$ cat src/rtl/alu_issue_queue.sv
// Issue queue in front of the clocked ALU: buffers decoded ops, issues one per cycle,
// and carries each op's destination tag alongside the ALU latency for writeback.
module alu_issue_queue #(
  parameter int DEPTH   = 4,
  parameter int ALU_LAT = 1
) (
  input  logic                     clk,
  input  logic                     rst,
  input  logic                     in_valid,
  output logic                     in_ready,
  input  logic [11:0]              in_alusignals,
  input  logic [15:0]              in_op1,
  input  logic [15:0]              in_op2,
  input  logic [4:0]               in_immx,
  input  logic                     in_isimmediate,
  input  logic [3:0]               in_rd,
  input  logic                     issue_en,
  input  logic                     flush,
  output logic [11:0]              alusignals,
  output logic [15:0]              op1,
  output logic [15:0]              op2,
  output logic [4:0]               immx,
  output logic                     isimmediate,
  input  logic [15:0]              aluresult,
  output logic                     wb_valid,
  output logic                     wb_we,
  output logic [3:0]               wb_rd,
  output logic [15:0]              wb_data,
  output logic                     illegal_op,
  output logic [$clog2(DEPTH):0]   count
);

  localparam int AW = $clog2(DEPTH);
  localparam logic [AW:0] FULL_COUNT = (AW+1)'(DEPTH);

  typedef struct packed {
    logic [11:0] sig;
    logic [15:0] op1;
    logic [15:0] op2;
    logic [4:0]  immx;
    logic        isimm;
    logic [3:0]  rd;
  } entry_t;

  typedef struct packed {
    logic       valid;
    logic       we;
    logic [3:0] rd;
  } tag_t;

  entry_t          mem [DEPTH];
  logic [AW-1:0]   head_reg;
  logic [AW-1:0]   tail_reg;
  logic [AW:0]     count_reg;
  tag_t            pipe_reg [ALU_LAT];

  entry_t          head_entry;
  logic            push;
  logic            pop;
  logic            legal;
  logic            issue;
  logic            issue_we;
  tag_t            pipe_tail;

  assign in_ready   = (count_reg != FULL_COUNT);
  assign push       = in_valid && in_ready && !flush;
  assign pop        = (count_reg != '0) && issue_en && !flush;
  assign head_entry = mem[head_reg];
  assign legal      = $onehot(head_entry.sig);
  assign issue      = pop && legal;
  // st (bit 2) and cmp (bit 5) produce no register write
  assign issue_we   = !(head_entry.sig[2] || head_entry.sig[5]);
  assign count      = count_reg;

  // Storage is write-only here; the head is read combinationally so a pushed
  // entry can issue on the very next edge.
  always_ff @(posedge clk) begin
    if (push) begin
      mem[tail_reg] <= '{sig: in_alusignals, op1: in_op1, op2: in_op2,
                         immx: in_immx, isimm: in_isimmediate, rd: in_rd};
    end
  end

  always_ff @(posedge clk) begin
    if (rst) begin
      head_reg    <= '0;
      tail_reg    <= '0;
      count_reg   <= '0;
      alusignals  <= '0;
      op1         <= '0;
      op2         <= '0;
      immx        <= '0;
      isimmediate <= 1'b0;
      illegal_op  <= 1'b0;
    end else if (flush) begin
      head_reg    <= '0;
      tail_reg    <= '0;
      count_reg   <= '0;
      alusignals  <= '0;
      illegal_op  <= 1'b0;
    end else begin
      if (push) tail_reg <= tail_reg + 1'b1;
      if (pop)  head_reg <= head_reg + 1'b1;
      case ({push, pop})
        2'b10:   count_reg <= count_reg + 1'b1;
        2'b01:   count_reg <= count_reg - 1'b1;
        default: count_reg <= count_reg;
      endcase
      illegal_op <= pop && !legal;
      alusignals <= issue ? head_entry.sig : '0;
      // Operand fields only change on a real issue so the ALU sees stable data otherwise
      if (issue) begin
        op1         <= head_entry.op1;
        op2         <= head_entry.op2;
        immx        <= head_entry.immx;
        isimmediate <= head_entry.isimm;
      end
    end
  end

  always_ff @(posedge clk) begin
    if (rst || flush) begin
      for (int i = 0; i < ALU_LAT; i++) pipe_reg[i] <= '0;
    end else begin
      pipe_reg[0] <= issue ? tag_t'{valid: 1'b1, we: issue_we, rd: head_entry.rd} : '0;
      for (int i = 1; i < ALU_LAT; i++) pipe_reg[i] <= pipe_reg[i-1];
    end
  end

  assign pipe_tail = pipe_reg[ALU_LAT-1];
  assign wb_valid  = pipe_tail.valid && !flush;
  assign wb_we     = wb_valid && pipe_tail.we;
  assign wb_rd     = wb_valid ? pipe_tail.rd : '0;
  assign wb_data   = aluresult;

endmodule

$ cat config.mk
export PLATFORM = sky130hd
export DESIGN_NAME = alu_issue_queue
export DESIGN_NICKNAME = d
export VERILOG_FILES = /design/src/rtl/alu_issue_queue.sv
export SDC_FILE = /design/constraint.sdc
export NUM_CORES = 1
export LEC_CHECK = 0
export ABC_AREA = 0
export BUFFER_PORTS_ARGS = -buffer_cell sky130_fd_sc_hd__buf_2
export CORE_MARGIN = 5
export CORE_UTILIZATION = 25
export DETAILED_ROUTE_END_ITERATION = 16
export REMOVE_ABC_BUFFERS = 1
export SYNTH_ARGS = -nofsm -noshare
export SYNTH_HDL_FRONTEND = slang
export SYNTH_SLANG_ARGS = --single-unit
$ cat constraint.sdc
create_clock -name clk -period 4.95 [get_ports clk]
set_input_delay 0.495 -clock clk [delete_from_list [all_inputs] [get_ports clk]]
set_output_delay 0.495 -clock clk [all_outputs]
set_load 0.005 [all_outputs]
* Word level (Yosys, flattened, before mapping)
Memory sizes are Yosys's and may differ from the RTL's. A register that Yosys moved wholly into a read port is not among the register bits. Cells that the tools add are included.
Cells by class: add/subtract/negate cells 15, multipliers 0, divide/modulo/power cells 0, $lt $le $gt $ge 0, equality and inequality tests 4, shift-type cells 0, muxes and demuxes 12, bitwise gates (word level) 2, reduce and logical (&&, ||, !) cells 19
Operators by type and width (number):
- $add A1 B1 Y2 | 6
- $mux W6 | 2
- $add A2 B2 Y3 | 3
- $logic_and A1 B1 Y1 | 8
- $mux W1 | 6
- $pmux W3 S2 | 1
- $reduce_or A6 Y1 | 1
- $add A2 B1 Y2 const B | 2
- $add A3 B3 Y4 | 1
- $add A4 B3 Y4 | 1
- $eq A4 B1 Y1 const B | 1
- $mux W2 | 2
- $mux W4 | 1
- $add A3 B1 Y3 const B | 1
- $logic_not A1 Y1 | 3
- $ne A3 B3 Y1 const B | 1
- $reduce_bool A3 Y1 | 1
- $reduce_or A3 Y1 | 1
- $sub A3 B1 Y3 const B | 1
- $eq A2 B1 Y1 const B | 1
- $eq A2 B2 Y1 const B | 1
- $logic_or A1 B1 Y1 | 2
- $not A1 Y1 | 2
- $reduce_and A2 Y1 | 1
- other kinds (2) | 2
Word-level totals: register bits 58, latch bits 0, bits in writable memories 222, ROM bits 0, output and inout bits 77, logic and storage cells 63, memories kept 2
Memory list:
- mem | words 4, width 54, read ports 1, clocked after memory_dff 1, write ports 1, line 51 | entry_t mem [DEPTH];
- pipe_reg | words 1, width 6, read ports 1, clocked after memory_dff 0, write ports 1, line 55 | tag_t pipe_reg [ALU_LAT];

* Longest topological paths before layout
Gate-level depths: netlist (run 1).
word-level depth 8, mapped depth 18

* Worst setup path before layout (run 1)
No wires, ideal clock.
kind reg2reg, from register (tool-made name), to register op1[8], library setup time 0.132 ns, arrival time 4.790 ns, data required time 4.818 ns, setup slack 0.028 ns, stages on the path, launching flop included 18, path buffers 3, cell sequence dfxtp_1 -> buf_4 -> buf_6 -> mux4_2 -> fa_1 -> inv_1 -> fa_1 -> fa_1 -> fa_1 -> inv_1 -> ha_1 -> inv_1 -> fa_1 -> a211o_1 -> a211o_1 -> clkbuf_1 -> o21ai_0 -> a21oi_1
RTL lines:
- to (signal assigned) | line 113 | op1 <= head_entry.op1;
- to (decl) | line 20 | output logic [15:0] op1,

==> results of run 1 <==
==> metal layers <==
| layer | vias to the layer above | global-route usage [%] | share of wire [%] |
|---|---|---|---|
| met5 | - | 0 | 0.077 |
| met4 | 4 | 2.20 | 2.1 |
| met3 | 42 | 3.01 | 6.1 |
| met2 | 180 | 17.1 | 47 |
| met1 | 2929 | 14.9 | 45 |
| li1 | 2551 | - | - |
==> worst register-to-register path, stage by stage, from the launching register on <==
cell and delay [ns]:
dfxtp_4 0.40, buf_6 0.12, mux4_2 0.53, fa_1 0.53, inv_1 0.05, fa_1 0.50, fa_1 0.55, fa_1 0.41
inv_1 0.07, ha_2 0.18, inv_2 0.04, fa_2 0.50, o211ai_1 0.16, a211o_4 0.40, buf_12 0.17, o21ai_0 0.18
a21oi_1 0.08
==> area by class of cell <==
class,count,area [um2]
diodes,1,2.50
flip-flops and latches,282,7820
repair buffers,145,912
well taps,539,674
fillers,4119,29000
multi-input cells,244,2550
clock buffers,32,737
inverters,23,86.3
clock inverters,22,263
==> metrics by stage <==
step / total power [mW] / utilization, % / area [um2] / hold slack (ns)
floorplan: 2.83 / - / 10300 / 0.464
finish: 5.46 / 31.0 / 13000 / 0.135
detailed placement: 3.07 / 28.0 / 11800 / 0.466
CTS: 5.53 / 30.8 / 12900 / 0.0948
global placement: 3.06 / 28.0 / 11800 / 0.459
global route: 5.69 / 31.0 / 13000 / 0.106
==> power groups by stage <==
stage | Sequential, mW | Combinational (mW) | Clock (mW)
after floorplan | 2.64 | 0.184 | 0
after global routing | 2.59 | 0.639 | 2.46
after detailed placement | 2.64 | 0.430 | 0
final | 2.59 | 0.586 | 2.29
after global placement | 2.64 | 0.420 | 0
after CTS | 2.59 | 0.581 | 2.36
==> worst paths after layout <==
check	start	endpoint	slack, ns	cells past startpoint
worst min-delay path	in_op2[14]	mem[2][24]	0.14	1
worst max-delay path	flop	op2[10]	-0.07	16
worst max register to register	flop	op2[10]	-0.07	16
worst min register to register	op2[3]	op2[3]	0.46	2
==> logic make-up (layout without fill, tap and decap cells) <==
group           Yosys count  count (layout)  share of synthesized area (%)
flops                   282             282                           73.3
compound gates           84              84                           4.11
simple gates             84              84                           4.40
buf+inv                  75             222                           3.83
mux                      54              54                           11.4
fa+ha+maj                17              17                           2.56
xor+xnor                  5               5                          0.411
other cells               0               1                              0
==> cells in the mapped netlist, drive strengths merged (2+ instances only) <==
cell type | number | area, um2
nand3 | 39 | 195
inv | 23 | 86.3
fa | 8 | 160
dfxtp | 66 | 1320
a211o | 2 | 17.5
a21oi | 41 | 205
nand2 | 2 | 7.51
clkbuf | 18 | 68.8
edfxtp | 216 | 6490
nor3 | 3 | 26.3
o21ai | 39 | 195
ha | 9 | 113
nor4 | 5 | 31.3
nor2 | 8 | 30.0
or3b | 2 | 17.5
mux4 | 54 | 1220
xor2 | 2 | 17.5
xnor2 | 3 | 26.3
and2 | 20 | 125
buf | 34 | 253
==> repair_timing <==
| item | 4_1_cts | 5_1_grt |
|---|---|---|
| setup buffers | 7 | 2 |
| setup endpoints to repair | 52 | 57 |
| pin swaps | 2 | 10 |
| resized for setup | 10 | 48 |
| gates cloned | 2 | 2 |
| hold buffers | 0 | 0 |
==> results.py, run 1 <==
metrics = {
    "route": {
        "drt_iter0_markers": 386,
        "viasPerCell": 4.43,
        "routedWlPerCell_um": 20.2,
        "drc_errors": 0,
        "antenna_left": 0,
        "drt-total-wl_mm": 26.0,
        "firstDrtPassIters": 4,
        "vias": 5706,
    },
    "critical_path": {
        "crit_type": "flop to flop",
        "cpPeakStageDelay_ns": 0.54,
        "critPathLaunchType": "flop",
        "cp_common_cell": "fa_1",
        "cp_max_fo": 25,
        "crit_arrival_ns": 5.43,
        "crit_buf_inv": 5,
        "critical_path.top_delay_family": "adder cells",
        "crit_chain": "buf_6, mux4_2, fa_1, inv_1, fa_1, fa_1, fa_1, inv_1, ha_2, inv_2, fa_2, o211ai_1, a211o_4, buf_12, o21ai_0, a21oi_1",
        "crit_required_ns": 5.37,
        "worst_path_max_delay_cell": "fa_1",
        "cp-end-kind": "flop",
    },
    "sta": {
        "setup_viol": 47,
        "tns_ns": -1.37,
        "final.min_clock_period_ns": 5.02,
        "rsz0062_at_grt": "true",
        "worstMarginPinSlew_ns": 0.983,
        "skew_ns": 0.0244,
        "post-route-period-util_pct": 101,
        "slew_viol_final": 0,
        "slew_headroom_pct": 34.4,
        "hold_viol": 0,
        "fmax_ghz": 0.199,
        "setup_ws_ns": -0.0669,
    },
    "final_layout": {
        "top_regs": "mem x216, op1 x16, op2 x16",
        "max_flop_register": "mem",
        "area_delta_synth_final_pct": 22.4,
        "drive_gt1_share_pct": 37.0,
        "largest_reg_flops": 216,
        "final_common_cell": "edfxtp_1",
        "final_cell_mix": "edfxtp_1 (216), buf_2 (119), dfxtp_1 (64)",
        "fin_nets": 817,
        "stdcell_count": 1288,
    },
    "status": {
        "violations": "setup timing",
        "status": "finished, violations left",
    },
    "place": {
        "place.gp.congestion": 0.682,
        "pre_cts_ws_ns": -0.0983,
        "dp.cells": 1222,
        "io_buffers": 119,
        "dp_hpwl_mm": 14.5,
    },
    "cts": {
        "clock_latency_ns": 0.57,
        "cts_root_buf": "clkbuf_16",
        "clock_sinks": 282,
        "cts.path.max_buffers": 3,
        "cts_tree": "done",
        "clk_pin_slew_ns": 0.06,
        "h-tree-depth": 1,
        "numCtsBuffers": 29,
    },
    "synthesis": {
        "synth_warnings": 0,
        "ys_types": 33,
        "ys_seq_area_share_pct": 73.3,
        "synthArstFlopShare_pct": 0,
        "synth_flop_cell": "edfxtp_1",
        "synth-seq-cells": 282,
        "syn_area_um2": 10700,
        "syn-instance-count": 601,
        "syn_area_per_cell_um2": 17.7,
        "synth_edf_count": 216,
    },
    "power": {
        "vdd_drop_max_mv": 0.293,
        "p_seq_share_pct": 47.4,
        "p_sw_mw": 1.30,
        "pwr-share-comb_pct": 10.7,
        "p_clk_share_pct": 41.9,
        "switching_share_pct": 23.8,
        "leakage_nw": 4.40,
        "internal_power_mw": 4.16,
        "pwr_density_cell_nw_per_um2": 419,
    },
    "global_routing": {
        "antenna_found_initial": 3,
        "grt_max_degree": 55,
        "grt_pass1_wl_mm": 38.3,
        "grt_overflow": 0,
        "groute.usage.overall_pct": 10.8,
        "grt_pass1_vias": 5885,
    },
    "die": {
        "fp-row-count": 75,
        "die-area_um2": 46900,
        "initial_utilization_pct": 25.3,
        "die_h_um": 216,
        "io_pins": 152,
        "core_um2": 42000,
        "die_x_um": 216,
    },
    "run": {
        "maxCapViolCount": 0,
    },
    "worst_hold_path": {
        "hold_path_class": "input port to flop",
    },
}
Power figures use the tool's default switching activity.
==> run 2, diff against run 1 <==
Settings changed: PLACE_DENSITY set to 0.5.
==> run 2 against run 1 <==
The flow still finishes with violations (setup timing). Setup slack improved by 0.041 ns. Sequential power barely moved. Non-clock buffer count rose by 1.
==> results.py, run 2 (synthesized netlist as in run 1, its figures left out) <==
metrics = {
    "route": {
        "drt-met1-wl_mm": 11.1,
        "vias": 5587,
        "highest_layer": "met5",
        "viasPerCell": 4.33,
        "drt-total-wl_mm": 25.2,
        "firstDrtPassIters": 4,
        "drc_errors": 0,
        "antenna_left": 0,
        "routedWlPerCell_um": 19.5,
        "wl_met3_mm": 1.49,
        "dr_wl_met2_mm": 12.0,
        "drt_iter0_markers": 316,
    },
    "sta": {
        "post-route-period-util_pct": 101,
        "worstMarginPinSlew_ns": 0.971,
        "rsz0062_at_grt": "true",
        "slew_viol_final": 0,
        "setup_viol": 3,
        "tns_ns": -0.0353,
        "skew_ns": 0.0208,
        "final.min_clock_period_ns": 4.98,
        "slew_headroom_pct": 35.3,
        "fmax_ghz": 0.201,
        "hold_viol": 0,
        "setup_ws_ns": -0.0259,
    },
    "cts": {
        "clock_sinks": 282,
        "cts_root_buf": "clkbuf_16",
        "numCtsBuffers": 31,
        "hold_buffers": 0,
        "cts.path.max_buffers": 3,
        "clk_pin_slew_ns": 0.06,
        "h-tree-depth": 1,
        "cts_tree": "done",
        "clock_latency_ns": 0.56,
    },
    "place": {
        "place_area_um2": 11800,
        "place.gp.congestion": 0.657,
        "dp_hpwl_mm": 14.8,
        "io_buffers": 119,
    },
    "global_routing": {
        "grt_pass1_vias": 6028,
        "grt_pass1_wl_mm": 38.1,
        "grt_overflow": 0,
        "groute.usage.overall_pct": 10.6,
        "grt_max_degree": 55,
        "antenna_found_initial": 2,
    },
    "die": {
        "io_pins": 152,
        "fp-row-count": 75,
        "die-area_um2": 46900,
        "die_h_um": 216,
        "core_um2": 42000,
        "initial_utilization_pct": 25.3,
        "die_x_um": 216,
    },
    "power": {
        "power.total_mw": 5.64,
        "vdd_drop_max_mv": 0.271,
        "leakage_nw": 4.45,
        "pwr_density_cell_nw_per_um2": 432,
    },
    "status": {
        "status": "finished, violations left",
        "violations": "setup timing",
    },
    "final_layout": {
        "nFillCells": 4157,
        "final_common_cell": "edfxtp_1",
        "fin_nets": 820,
        "top_regs": "mem x216, op1 x16, op2 x16",
        "area_delta_synth_final_pct": 22.7,
        "seqCellArea_um2": 7820,
        "multiInputGateArea_um2": 2510,
        "drive_gt1_share_pct": 35.6,
        "max_flop_register": "mem",
        "n_antenna_cell": 0,
        "post-route-util_pct": 31.1,
        "final_area_um2": 13100,
        "final_cell_mix": "edfxtp_1 (216), buf_2 (119), dfxtp_1 (64)",
        "largest_reg_flops": 216,
    },
    "critical_path": {
        "crit_type": "flop to flop",
        "crit_arrival_ns": 5.49,
        "r2r_slack_ns": -0.03,
        "cp-end-kind": "flop",
        "critPathLaunchType": "flop",
        "cp_max_fo": 8,
        "crit_required_ns": 5.46,
    },
    "run": {
        "maxCapViolCount": 0,
    },
    "worst_hold_path": {
        "hold_path_class": "input port to flop",
    },
}
## run 2: power breakdown
| part | internal, mW | total [mW] | switching (mW) |
|---|---|---|---|
| Clock | 1.61 | 2.53 | 0.925 |
| Sequential | 2.58 | 2.59 | 0.00838 |
| Combinational | 0.213 | 0.520 | 0.306 |
## run 2: worst paths after layout
check | cells after the start | from | endpoint
max reg2reg | 15 | flop | pipe_reg[0][4]
min | 1 | in_alusignals[4] | mem[1][46]
max | 15 | flop | pipe_reg[0][4]
min reg2reg | 2 | op2[11] | op2[11]
## run 2: layout make-up
cell class	instances	area share [%]
Sequential cell	282	59.8
Multi-Input combinational cell	244	19.2
Timing Repair Buffer	146	6.56
Clock buffer	35	6.05
Tap cell	539	5.16
Clock inverter	22	2.59
Inverter	23	0.660
## run 2: repair_timing
| item | 4_1_cts | 5_1_grt |
|---|---|---|
| cloned | 1 | 0 |
| setup buffers | 5 | 0 |
| gates resized for setup | 8 | 28 |
| pin swaps | 2 | 4 |
| setup endpoints to repair | 51 | 57 |
## run 2: stage by stage
| step | setup slack (ns) | hold WS (ns) | std cells |
|---|---|---|---|
| after detailed placement | -0.154 | 0.463 | 1228 |
| after global routing | -0.215 | 0.108 | 1291 |
| after global placement | -0.172 | 0.460 | 1228 |
| final | -0.0259 | 0.141 | 1291 |
| after floorplan | -2.57 | 0.464 | 549 |
| after CTS | -0.0367 | 0.0955 | 1291 |
## run 2: layer usage
layer  GRT usage (%)  vias up
li1                -     2558
met2            17.3      150
met4            2.18        4
met5               0        -
met3            3.11       39
met1            14.2     2836
## run 2: critical path, stage by stage (launching register included)
cell and delay (ns):
dfxtp_4 0.43, mux4_2 0.55, fa_1 0.57, inv_1 0.06, fa_1 0.48, fa_1 0.51
fa_1 0.41, inv_1 0.07, ha_1 0.16, inv_1 0.05, fa_1 0.38, a211o_1 0.34
a211o_4 0.39, nor3_4 0.16, nor3b_4 0.25, buf_4 0.14
